### src/rtl/coin_acceptor.sv
// rtl/coin_acceptor.sv - coin slot front end: sync, debounce, width measure, classify
//
// Purpose:
//   Conditions the raw coin-slot sensor and measures how long each coin
//   occludes it. The width decides the coin: rupee5, rupee10 or reject.
//   The result goes to the vending FSM as a single-cycle coin code, or to
//   the return gate as a single-cycle reject pulse.
//
// Ports:
//   clk         system clock, all state on the rising edge
//   rst         asynchronous active-high reset
//   coin_sense  raw asynchronous slot sensor, high while a coin occludes it
//   accept_en   vending FSM can take credit, sampled only when classifying
//   coin        4'b0101 rupee5, 4'b1010 rupee10, otherwise 4'b0000
//   reject      one-cycle return-gate pulse
//   jam         high while the width counter is saturated and the sensor is high
//   busy        high whenever the acceptor is not idle

module coin_acceptor #(
  parameter int DEB_CYCLES     = 3,
  parameter int W5_MIN         = 8,
  parameter int W5_MAX         = 15,
  parameter int W10_MIN        = 20,
  parameter int W10_MAX        = 31,
  parameter int CNT_W          = 8,
  parameter int HOLDOFF_CYCLES = 4
) (
  input  logic       clk,
  input  logic       rst,
  input  logic       coin_sense,
  input  logic       accept_en,
  output logic [3:0] coin,
  output logic       reject,
  output logic       jam,
  output logic       busy
);

  localparam int DW = $clog2(DEB_CYCLES + 1);
  localparam int HW = (HOLDOFF_CYCLES > 1) ? $clog2(HOLDOFF_CYCLES) : 1;

  localparam logic [CNT_W-1:0] WIDTH_SAT = '1;
  localparam logic [CNT_W-1:0] W5_LO     = CNT_W'(W5_MIN);
  localparam logic [CNT_W-1:0] W5_HI     = CNT_W'(W5_MAX);
  localparam logic [CNT_W-1:0] W10_LO    = CNT_W'(W10_MIN);
  localparam logic [CNT_W-1:0] W10_HI    = CNT_W'(W10_MAX);
  localparam logic [DW-1:0]    DEB_LAST  = DW'(DEB_CYCLES - 1);
  localparam logic [HW-1:0]    HOLD_LAST = HW'(HOLDOFF_CYCLES - 1);

  localparam logic [3:0] CODE_R5  = 4'b0101;
  localparam logic [3:0] CODE_R10 = 4'b1010;

  // Width windows must be ordered and strictly below the jam threshold,
  // otherwise a legal coin could saturate the counter.
  if (!(DEB_CYCLES >= 1 && HOLDOFF_CYCLES >= 0 &&
        W5_MIN <= W5_MAX && W5_MAX < W10_MIN && W10_MIN <= W10_MAX &&
        W10_MAX < (2 ** CNT_W) - 1)) begin : g_param_check
    $error("coin_acceptor: illegal parameter set");
  end

  typedef enum logic [2:0] {
    S_IDLE,
    S_MEASURE,
    S_CLASSIFY,
    S_EMIT,
    S_HOLDOFF,
    S_JAM,
    S_DRAIN
  } state_t;

  logic          sync1_q;
  logic          sync2_q;
  logic          db_q;
  logic [DW-1:0] run_q;

  state_t           state_q, state_d;
  logic [CNT_W-1:0] width_q, width_d;
  logic [HW-1:0]    hcnt_q, hcnt_d;
  logic [3:0]       coin_q, coin_d;
  logic             reject_q, reject_d;

  // Two-flop synchronizer followed by a run-length debouncer. The run count
  // only advances while the synchronized level disagrees with the debounced
  // level; any agreement restarts it.
  always_ff @(posedge clk or posedge rst) begin
    if (rst) begin
      sync1_q <= 1'b0;
      sync2_q <= 1'b0;
      db_q    <= 1'b0;
      run_q   <= '0;
    end else begin
      sync1_q <= coin_sense;
      sync2_q <= sync1_q;
      if (sync2_q == db_q) begin
        run_q <= '0;
      end else if (run_q == DEB_LAST) begin
        db_q  <= sync2_q;
        run_q <= '0;
      end else begin
        run_q <= run_q + DW'(1);
      end
    end
  end

  always_ff @(posedge clk or posedge rst) begin
    if (rst) begin
      state_q  <= S_IDLE;
      width_q  <= '0;
      hcnt_q   <= '0;
      coin_q   <= 4'b0000;
      reject_q <= 1'b0;
    end else begin
      state_q  <= state_d;
      width_q  <= width_d;
      hcnt_q   <= hcnt_d;
      coin_q   <= coin_d;
      reject_q <= reject_d;
    end
  end

  logic in_r5;
  logic in_r10;

  assign in_r5  = (width_q >= W5_LO)  && (width_q <= W5_HI);
  assign in_r10 = (width_q >= W10_LO) && (width_q <= W10_HI);

  // coin_d/reject_d default to zero, so the registered pulse lasts exactly
  // the one cycle spent in EMIT.
  always_comb begin
    state_d  = state_q;
    width_d  = width_q;
    hcnt_d   = hcnt_q;
    coin_d   = 4'b0000;
    reject_d = 1'b0;

    case (state_q)
      S_IDLE: begin
        if (db_q) begin
          state_d = S_MEASURE;
          width_d = CNT_W'(1);
        end
      end

      S_MEASURE: begin
        if (!db_q) begin
          state_d = S_CLASSIFY;
        end else if (width_q == WIDTH_SAT - CNT_W'(1)) begin
          // Saturating step: the counter parks at all-ones inside JAM.
          width_d = WIDTH_SAT;
          state_d = S_JAM;
        end else begin
          width_d = width_q + CNT_W'(1);
        end
      end

      S_CLASSIFY: begin
        state_d = S_EMIT;
        if (accept_en && in_r5) begin
          coin_d = CODE_R5;
        end else if (accept_en && in_r10) begin
          coin_d = CODE_R10;
        end else begin
          reject_d = 1'b1;
        end
      end

      S_EMIT: begin
        hcnt_d = '0;
        if (HOLDOFF_CYCLES == 0) begin
          state_d = db_q ? S_DRAIN : S_IDLE;
        end else begin
          state_d = S_HOLDOFF;
        end
      end

      S_HOLDOFF: begin
        if (hcnt_q == HOLD_LAST) begin
          // A coin already present after holdoff is drained, never credited.
          state_d = db_q ? S_DRAIN : S_IDLE;
        end else begin
          hcnt_d = hcnt_q + HW'(1);
        end
      end

      S_JAM, S_DRAIN: begin
        if (!db_q) begin
          state_d  = S_EMIT;
          reject_d = 1'b1;
        end
      end

      default: begin
        state_d = S_IDLE;
      end
    endcase
  end

  assign coin   = coin_q;
  assign reject = reject_q;
  assign jam    = (state_q == S_JAM) && db_q;
  assign busy   = (state_q != S_IDLE);

endmodule

### config.mk
export PLATFORM = sky130hd
export DESIGN_NAME = coin_acceptor
export DESIGN_NICKNAME = d
export VERILOG_FILES = /design/src/rtl/coin_acceptor.sv
export SDC_FILE = /design/constraint.sdc
export NUM_CORES = 1
export LEC_CHECK = 0
export BUFFER_PORTS_ARGS = -buffer_cell sky130_fd_sc_hd__buf_4
export CORE_MARGIN = 2
export CORE_UTILIZATION = 65
export CTS_BUF_LIST = sky130_fd_sc_hd__clkbuf_8
export DETAILED_ROUTE_END_ITERATION = 8
export PLACE_DENSITY = 0.86
export RECOVER_POWER = 100
export SYNTH_ARGS = -nofsm -noshare
export SYNTH_HDL_FRONTEND = slang
export SYNTH_SLANG_ARGS = --single-unit
### constraint.sdc
create_clock -name clk -period 4 [get_ports clk]
set_input_delay 0.6 -clock clk [delete_from_list [all_inputs] [get_ports clk]]
set_output_delay 0.6 -clock clk [all_outputs]
set_load 0.02 [all_outputs]
## Word level (Yosys, flattened, before mapping)

Index checks and enable logic that the tools add are counted.

- Reductions and logical operators: 14
- Magnitude comparators: 4
- Divide/modulo/power cells: 0
- Bitwise operators: 1
- $mul: 0
- Add/sub/neg operators: 3
- Eq/ne operators: 16
- Muxes and demuxes: 22
- Shift-type cells: 0

Operators by type and width:

| operator | number |
|---|---|
| $mux W8 | 3 |
| $mux W3 | 6 |
| $pmux W3 S6 | 1 |
| $pmux W8 S2 | 1 |
| $mux W4 | 3 |
| $ne A2 B2 Y1 const B | 5 |
| $eq A3 B3 Y1 const B | 3 |
| $add A8 B1 Y8 const B | 1 |
| $eq A8 B8 Y1 const B | 1 |
| $ge A8 B4 Y1 const B | 1 |
| $ge A8 B5 Y1 const B | 1 |
| $le A8 B4 Y1 const B | 1 |
| $le A8 B5 Y1 const B | 1 |
| $eq A3 B2 Y1 const B | 2 |
| $mux W2 | 3 |
| $logic_and A1 B1 Y1 | 5 |
| $add A2 B1 Y2 const B | 2 |
| $eq A2 B2 Y1 const B | 2 |
| $pmux W2 S2 | 1 |
| $reduce_and A2 Y1 | 2 |
| $reduce_and A4 Y1 | 1 |
| $reduce_bool A2 Y1 | 2 |
| $eq A3 B1 Y1 const B | 1 |
| $logic_not A3 Y1 | 1 |
| 8 further kinds | 10 |

- ROM bits: 0
- RAM bits: 0
- Memories kept: 0
- Bits in latches: 0
- Output and inout bits: 7
- Bits in registers: 23
- Logic and storage cells: 69

## Depth between registers and ports, before layout

Gate-level depths: netlist (run 1).

- Word-level depth: 6
- Gate-level depth with buffers: 5
- Gate-level depth less buffers: 5

## Least setup slack after synthesis (run 1)

No wires, ideal clock.

- Path type: register -> output
- Start: register state_q[0]
- End: output busy
- Path buffers: 1
- Slack: 2.344 ns
- Arrival: 1.056 ns
- Cell stages (with the launch flop): 3
- Cell sequence: dfrtp_1 > clkbuf_1 > or3_1

- Longest elaborated chain between the ends: 1

Ends and longest elaborated chain:

| element | line | source |
|---|---|---|
| from (decl) | 75 | `state_t state_q, state_d;` |
| from (signal assigned) | 112 | `state_q <= state_d;` |
| $reduce_bool A3 Y1 | 200 | `assign busy = (state_q != S_IDLE);` |
| to (decl) | 35 | `output logic busy` |

Every way passes these cells.

## Worst setup path after layout (run 1)

- Start: register state_q[0]
- End: output jam

- Longest elaborated chain between the ends: 2

Ends and longest elaborated chain:

| element | line | source |
|---|---|---|
| $eq A3 B3 Y1 | 199 | `assign jam = (state_q == S_JAM) && db_q;` |
| $logic_and A1 B1 Y1 | 199 |  |
| to (decl) | 34 | `output logic jam,` |

Every way passes these cells.

==> metrics.md, run 1 <==
| Metric | Value |
|---|---|
| Status | `completed` |
| Net Sw Power | `298 uW` |
| M2 GR Usage | `0.361` |
| Syn. warnings | `0` |
| Inst Count DP | `134` |
| Post-CTS Setup Bufs | `0` |
| Logic pwr share | `0.331` |
| Critical Path RT | `3.40 ns` |
| # DRC | `0` |
| Async SR Flop Fraction | `1.00` |
| Busiest grt layer | `met2` |
| Boundary pin count | `11` |
| Commonest non-fill, non-tap cell in the layout | `dfrtp_1` |
| DP HPWL | `1450 um` |
| Final hold viol count | `0` |
| Non-Filler Instances | `138` |
| Final worst slack | `1.94 ns` |
| Reg clk slew, reported paths | `0.07 ns` |
| Clock sink total | `21` |
| Overall global routing resource usage | `0.229` |
| Drt via density | `6.56` |
| H-tree Lvls | `1` |
| Final min period | `2.06 ns` |
| Die Y | `45.8 um` |
| Grt met3 use | `0.0476` |
| Final period utilization | `0.516` |
| Overall power | `741 uW` |
| DR pass1 iterations | `4` |
| Wirelength per Cell | `15.1 um` |
| ANT cells | `0` |
| Endpoint class of the critical path | `primary output` |
| Total gr overflow | `0` |
| RD Place Congestion | `0.877` |
| Worst slew margin | `0.312` |
| Vias in the first global route | `761` |
| Synth Cell Area | `1140 um2` |
| Dpl ws | `2.24 ns` |
| Clk_skew | `0.00144 ns` |
| Final WL | `2080 um` |
| Final core occ | `0.710` |
| Worst-Margin Slew | `1.03 ns` |
| Peak supply drop | `0.419 mV` |
| Met1 GRT Util | `0.294` |
| Worst Path Max Fanout | `16` |
| Family with the most delay on the worst path | `flip-flops` |
| Seq cells post-synth | `21` |
| Largest net degree at the start of global routing | `22` |
| RSZ-0062 raised after global routing | `false` |
| Crit-path cells | `nand2b_1, nor2_1, clkbuf_1` |
| R2R depth | `3` |
| Initial drt markers | `15` |
| Final net count | `130` |
| Antenna violation net count after detailed routing | `0` |
| Primary FF master, synth | `dfrtp_1` |
| Cell Int Power | `443 uW` |
| Setup Viol. Count Final | `0` |
| Fin area | `1200 um2` |
| Synthesized instance count | `115` |
| Net Count, Synth | `123` |
| Syn_area_per_cell | `9.89 um2` |
| Worst skew pair latency | `0.26 ns` |
| Slowest cell delay on critical path | `0.63 ns` |
| Layout area overhead | `5.39%` |
| Fmax | `485 MHz` |
| Antenna violations before repair | `0` |
| Post-DP Area | `1190 um2` |
| Sequential Power Share | `0.485` |
| IO Port Bufs | `10` |
| Hold WC Path Type | `reg -> reg` |
| Leak | `0.507 nW` |
| Sw Ratio | `0.402` |
| First-pass GRT wire length | `3350 um` |
| Max-cap violations | `0` |
| TritonCTS Buffers | `3` |
| CP bufs+invs | `1` |
| CTS tree | `built` |
| Setup TNS | `0 ns` |
| Core Region | `1690 um2` |
| Total Die Area | `2100 um2` |
| Crit path DAT | `1.46 ns` |
| Setup crit start kind | `register` |
| Final hold slack | `0.350 ns` |
| Pwr per Cell Area | `618 nW/um2` |
| Critical path type | `reg -> out` |
| Leading cell types in the layout, fill and taps excluded | `dfrtp_1 (21), nand2_1 (9)` |
| Routed via count | `905` |
| Resize count post-CTS | `0` |
| Levels on crit path | `3` |
| Root Buffer | `clkbuf_8` |
| Clock share of power | `0.184` |
| Sequential share of the synthesized area | `0.462` |
| Chip Width | `45.8 um` |
| Clock Path Buffers | `2` |
| Post-synth EDFFs | `0` |
| Library cells used by synthesis | `38` |
| Hold depth | `0` |
| Layout cells sized above 1 | `0.0744` |
| Row cnt | `15` |
| Max Slew Vio Count | `0` |
| Starting Density | `0.673` |
| Slowest-stage cell, CP | `dfrtp_1` |
| CTS Hold Bufs | `0` |
power groups by stage:
stage	Sequential, mW	Clock [mW]	Combinational, mW
floorplan	0.311	0	0.252
detailed placement	0.365	0	0.258
CTS	0.360	0.137	0.260
global route	0.372	0.147	0.275
finish	0.360	0.136	0.245
global placement	0.358	0	0.251
cells in the mapped netlist (3+ instances only):
library cell	n	area, um2
ha_1	4	50.1
buf_4	3	22.5
clkbuf_1	5	18.8
nor2_1	6	22.5
o21ai_0	3	15.0
a41oi_1	3	26.3
nand2_1	9	33.8
a211oi_1	4	30.0
nand2b_1	3	18.8
inv_1	6	22.5
or3b_1	3	26.3
nor3_1	7	35.0
a21oi_1	7	35.0
dfrtp_1	21	526
worst paths after layout:
path                            start         end  slack [ns]
min in group asynchronous         rst     sync1_q        0.49
max in group asynchronous         rst  width_q[5]        3.02
min reg2reg                   sync1_q     sync2_q        0.35
max                        state_q[0]         jam        1.94
min                           sync1_q     sync2_q        0.35
max reg2reg                state_q[1]  width_q[6]        2.05
state kept, by name, summed over array words and instances, names as in the netlist:
register	cells
coin	2
sync1_q	1
sync2_q	1
run_q	2
state_q	3
width_q	8
hcnt_q	2
db_q	1
reject	1
cells by family after synthesis:
kind of cell,share of synthesized area
AND/OR/NAND/NOR,0.240
multiplexers,0.00880
flip-flops,0.462
buffers and inverters,0.0561
XOR/XNOR,0.00770
adder cells (fa/ha/maj),0.0440
AO/OA/AOI/OAI,0.182
per-layer routing:
layer,wire length (um),up-vias,part of all wire
met5,0,-,0
met4,47,0,0.023
met3,76,5,0.037
met2,1010,17,0.48
met1,948,442,0.46
li1,-,441,-
area by class of cell:
type,instances,area [um2]
Clock buffer,3,41.3
Clock inverter,1,3.75
Fill cell,133,490
Inverter,6,22.5
Multi-Input combinational cell,80,536
Sequential cell,21,526
Tap cell,17,21.3
Timing Repair Buffer,10,48.8
(Power assumes the default switching activity.)
==> run 2, diff against run 1 <==
- ABC_AREA: default -> 1
- CORE_UTILIZATION: 65 -> 60
- PLACE_DENSITY: 0.86 -> 0.8
- clock period: 4 -> 1.9 ns (I/O delays scaled with it)
==> metrics.md, run 2 <==
| Metric | Value |
|---|---|
| Final hold slack | `0.151 ns` |
| Row cnt | `16` |
| Post-CTS Setup Bufs | `0` |
| Leak | `0.650 nW` |
| Setup crit start kind | `register` |
| Max Slew Vio Count | `0` |
| Commonest cells in the synthesized netlist | `nand2_1 (36), dfrtp_1 (21), inv_1 (16), nand3_1 (16), o21ai_0 (11)` |
| Biggest register | `width_q` |
| Crit-path cells | `nor2_1, nand2_1, clkbuf_1` |
| Total gr overflow | `0` |
| Initial drt markers | `27` |
| Resize count post-CTS | `0` |
| Clock sink total | `21` |
| Origin of the worst setup path | `state_q[1]` |
| Final period utilization | `0.880` |
| Worst slew margin | `0.250` |
| Drt via density | `5.42` |
| Antenna violation net count after detailed routing | `0` |
| Pwr per Cell Area | `1390 nW/um2` |
| Final hold viol count | `0` |
| Status | `completed` |
| Layout cells sized above 1 | `0.123` |
| Syn. warnings | `0` |
| RSZ-0062 raised after global routing | `false` |
| Die Y | `48.8 um` |
| Final WL | `2270 um` |
| Fin area | `1290 um2` |
| Fillcell total | `192` |
| Final net count | `171` |
| Vias in the first global route | `1005` |
| Post-DP Area | `1290 um2` |
| Seq cells post-synth | `21` |
| CTS tree | `built` |
| Levels on crit path | `3` |
| Clk_skew | `0.00596 ns` |
| Most frequent cell after synthesis | `nand2_1` |
| Max-cap violations | `0` |
| Sequential share of the synthesized area | `0.436` |
| Max reg flops | `8` |
| Antenna violations before repair | `0` |
| Critical path type | `reg -> out` |
| Clock Path Buffers | `2` |
| Hold WC Path Type | `in -> reg` |
| Largest net degree at the start of global routing | `22` |
| Worst Path Max Fanout | `5` |
| Largest area contributor in the netlist | `dfrtp_1` |
| Slowest-stage cell, CP | `dfrtp_1` |
| First-pass GRT wire length | `4170 um` |
| Worst r2r src | `width_q[0]` |
| ANT cells | `0` |
| Leading cell types in the layout, fill and taps excluded | `nand2_1 (40), dfrtp_1 (21), inv_1 (17), nand3_1 (17), o21ai_0 (13)` |
| Worst skew pair latency | `0.26 ns` |
| Peak supply drop | `0.781 mV` |
| Chip Width | `48.8 um` |
| Reg clk slew, reported paths | `0.08 ns` |
| Endpoint class of the critical path | `primary output` |
| Syn_area_per_cell | `8.03 um2` |
| RD Place Congestion | `0.895` |
| # DRC | `0` |
| Family with the most delay on the worst path | `flip-flops` |
| Reg2reg end | `state_q[1]` |
| Slowest cell delay on critical path | `0.48 ns` |
| Async SR Flop Fraction | `1.00` |
| CTS Hold Bufs | `0` |
| DP HPWL | `1750 um` |
| Synthesized instance count | `150` |
| Synth Cell Area | `1200 um2` |
| Library cells used by synthesis | `23` |
| TritonCTS Buffers | `3` |
| FF-to-FF setup slack | `0.33 ns` |
| Setup Viol. Count Final | `0` |
| Non-Filler Instances | `189` |
| Overall global routing resource usage | `0.226` |
| Root Buffer | `clkbuf_8` |
| Starting Density | `0.627` |
| Net Count, Synth | `158` |
| Routed via count | `1024` |
| Core Region | `1920 um2` |
| Crit path DAT | `1.39 ns` |
| Final min period | `1.67 ns` |
| Boundary pin count | `11` |
| R2R depth | `8` |
| Layout area overhead | `7.27%` |
| Regs by FF count | `width_q x8, state_q x3` |
| Leading cell types by total area after synthesis | `dfrtp_1 (44%), nand2_1 (11%), nand3_1 (6.6%), inv_1 (5.0%), o21ai_0 (4.6%)` |
| Commonest non-fill, non-tap cell in the layout | `nand2_1` |
| Hold depth | `1` |
| Fmax | `598 MHz` |
| Wirelength per Cell | `12.0 um` |
| Critical Path RT | `1.62 ns` |
| Setup TNS | `0 ns` |
| Yosys top cell area share | `0.436` |
| CP Capture Point | `busy` |
| Inst Count DP | `185` |
| Total Die Area | `2380 um2` |
| CP bufs+invs | `1` |
| Post-synth EDFFs | `0` |
| H-tree Lvls | `1` |
| DR pass1 iterations | `4` |
| IO Port Bufs | `10` |
| Primary FF master, synth | `dfrtp_1` |
| Worst-Margin Slew | `1.12 ns` |
## run 2: cell types whose count changed in the layout (fill, tap and decap cells not counted), sizes merged, moves of 12 or more
| cell | before | now |
|---|---|---|
| nand3 | 2 | 19 |
| inv | 7 | 21 |
| o21ai | 3 | 15 |
| nand2 | 9 | 43 |
## run 2: how the worst min path moves through the flow
| stage | to | slack [ns] | startpoint |
|---|---|---|---|
| after global placement | sync2_q | 0.33 | sync1_q |
| after global routing | sync1_q | 0.15 | coin_sense |
| after CTS | width_q[6] | 0.06 | rst |
| after detailed placement | sync1_q | 0.34 | rst |
| after floorplan | coin[1] | 0.26 | rst |
| final | sync1_q | 0.15 | coin_sense |
## run 2: through the flow
step / setup slack (ns) / utilization / power (mW)
2_1_floorplan: 0.671 / - / 1.38
3_3_place_gp: 0.566 / 0.674 / 1.53
3_5_place_dp: 0.507 / 0.674 / 1.56
4_1_cts: 0.327 / 0.697 / 1.85
5_1_grt: 0.169 / 0.673 / 1.95
6_report: 0.227 / 0.673 / 1.79
## run 2: cells by family (layout without fill, tap and decap cells)
family / count (synthesis) / count (layout) / synth area share
xor gates and xnor gates: 1 / 1 / 0.00727
DFF: 21 / 21 / 0.436
buffers and inverters: 25 / 37 / 0.0945
AOI/OAI and AO/OA: 19 / 19 / 0.0841
and+or+nand+nor: 80 / 80 / 0.336
adders and majority gates: 4 / 4 / 0.0415
## run 2: power by group
part / switching, mW / internal [mW] / total [mW] / leakage [nW]
sequential: 0.148 / 0.569 / 0.717 / 0.272
combinational: 0.524 / 0.263 / 0.786 / 0.351
clock: 0.144 / 0.144 / 0.288 / 0.0269
total: 0.816 / 0.976 / 1.79 / 0.650
## run 2: metal layers
metal / vias up / wire (um) / global-route usage
met5: - / 0 / 0
met4: 0 / 65 / 0.124
met3: 7 / 83 / 0.0307
met2: 22 / 1030 / 0.365
met1: 482 / 1090 / 0.295
li1: 513 / - / -
## run 2: final cells by class
type	instances	area, um2	area share
Sequential cell	21	526	0.407
Inverter	22	87.6	0.0678
Multi-Input combinational cell	104	544	0.421
Timing Repair Buffer	11	56.3	0.0436
Tap cell	27	33.8	0.0261
Clock buffer	3	41.3	0.0319
Clock inverter	1	3.75	0.00290
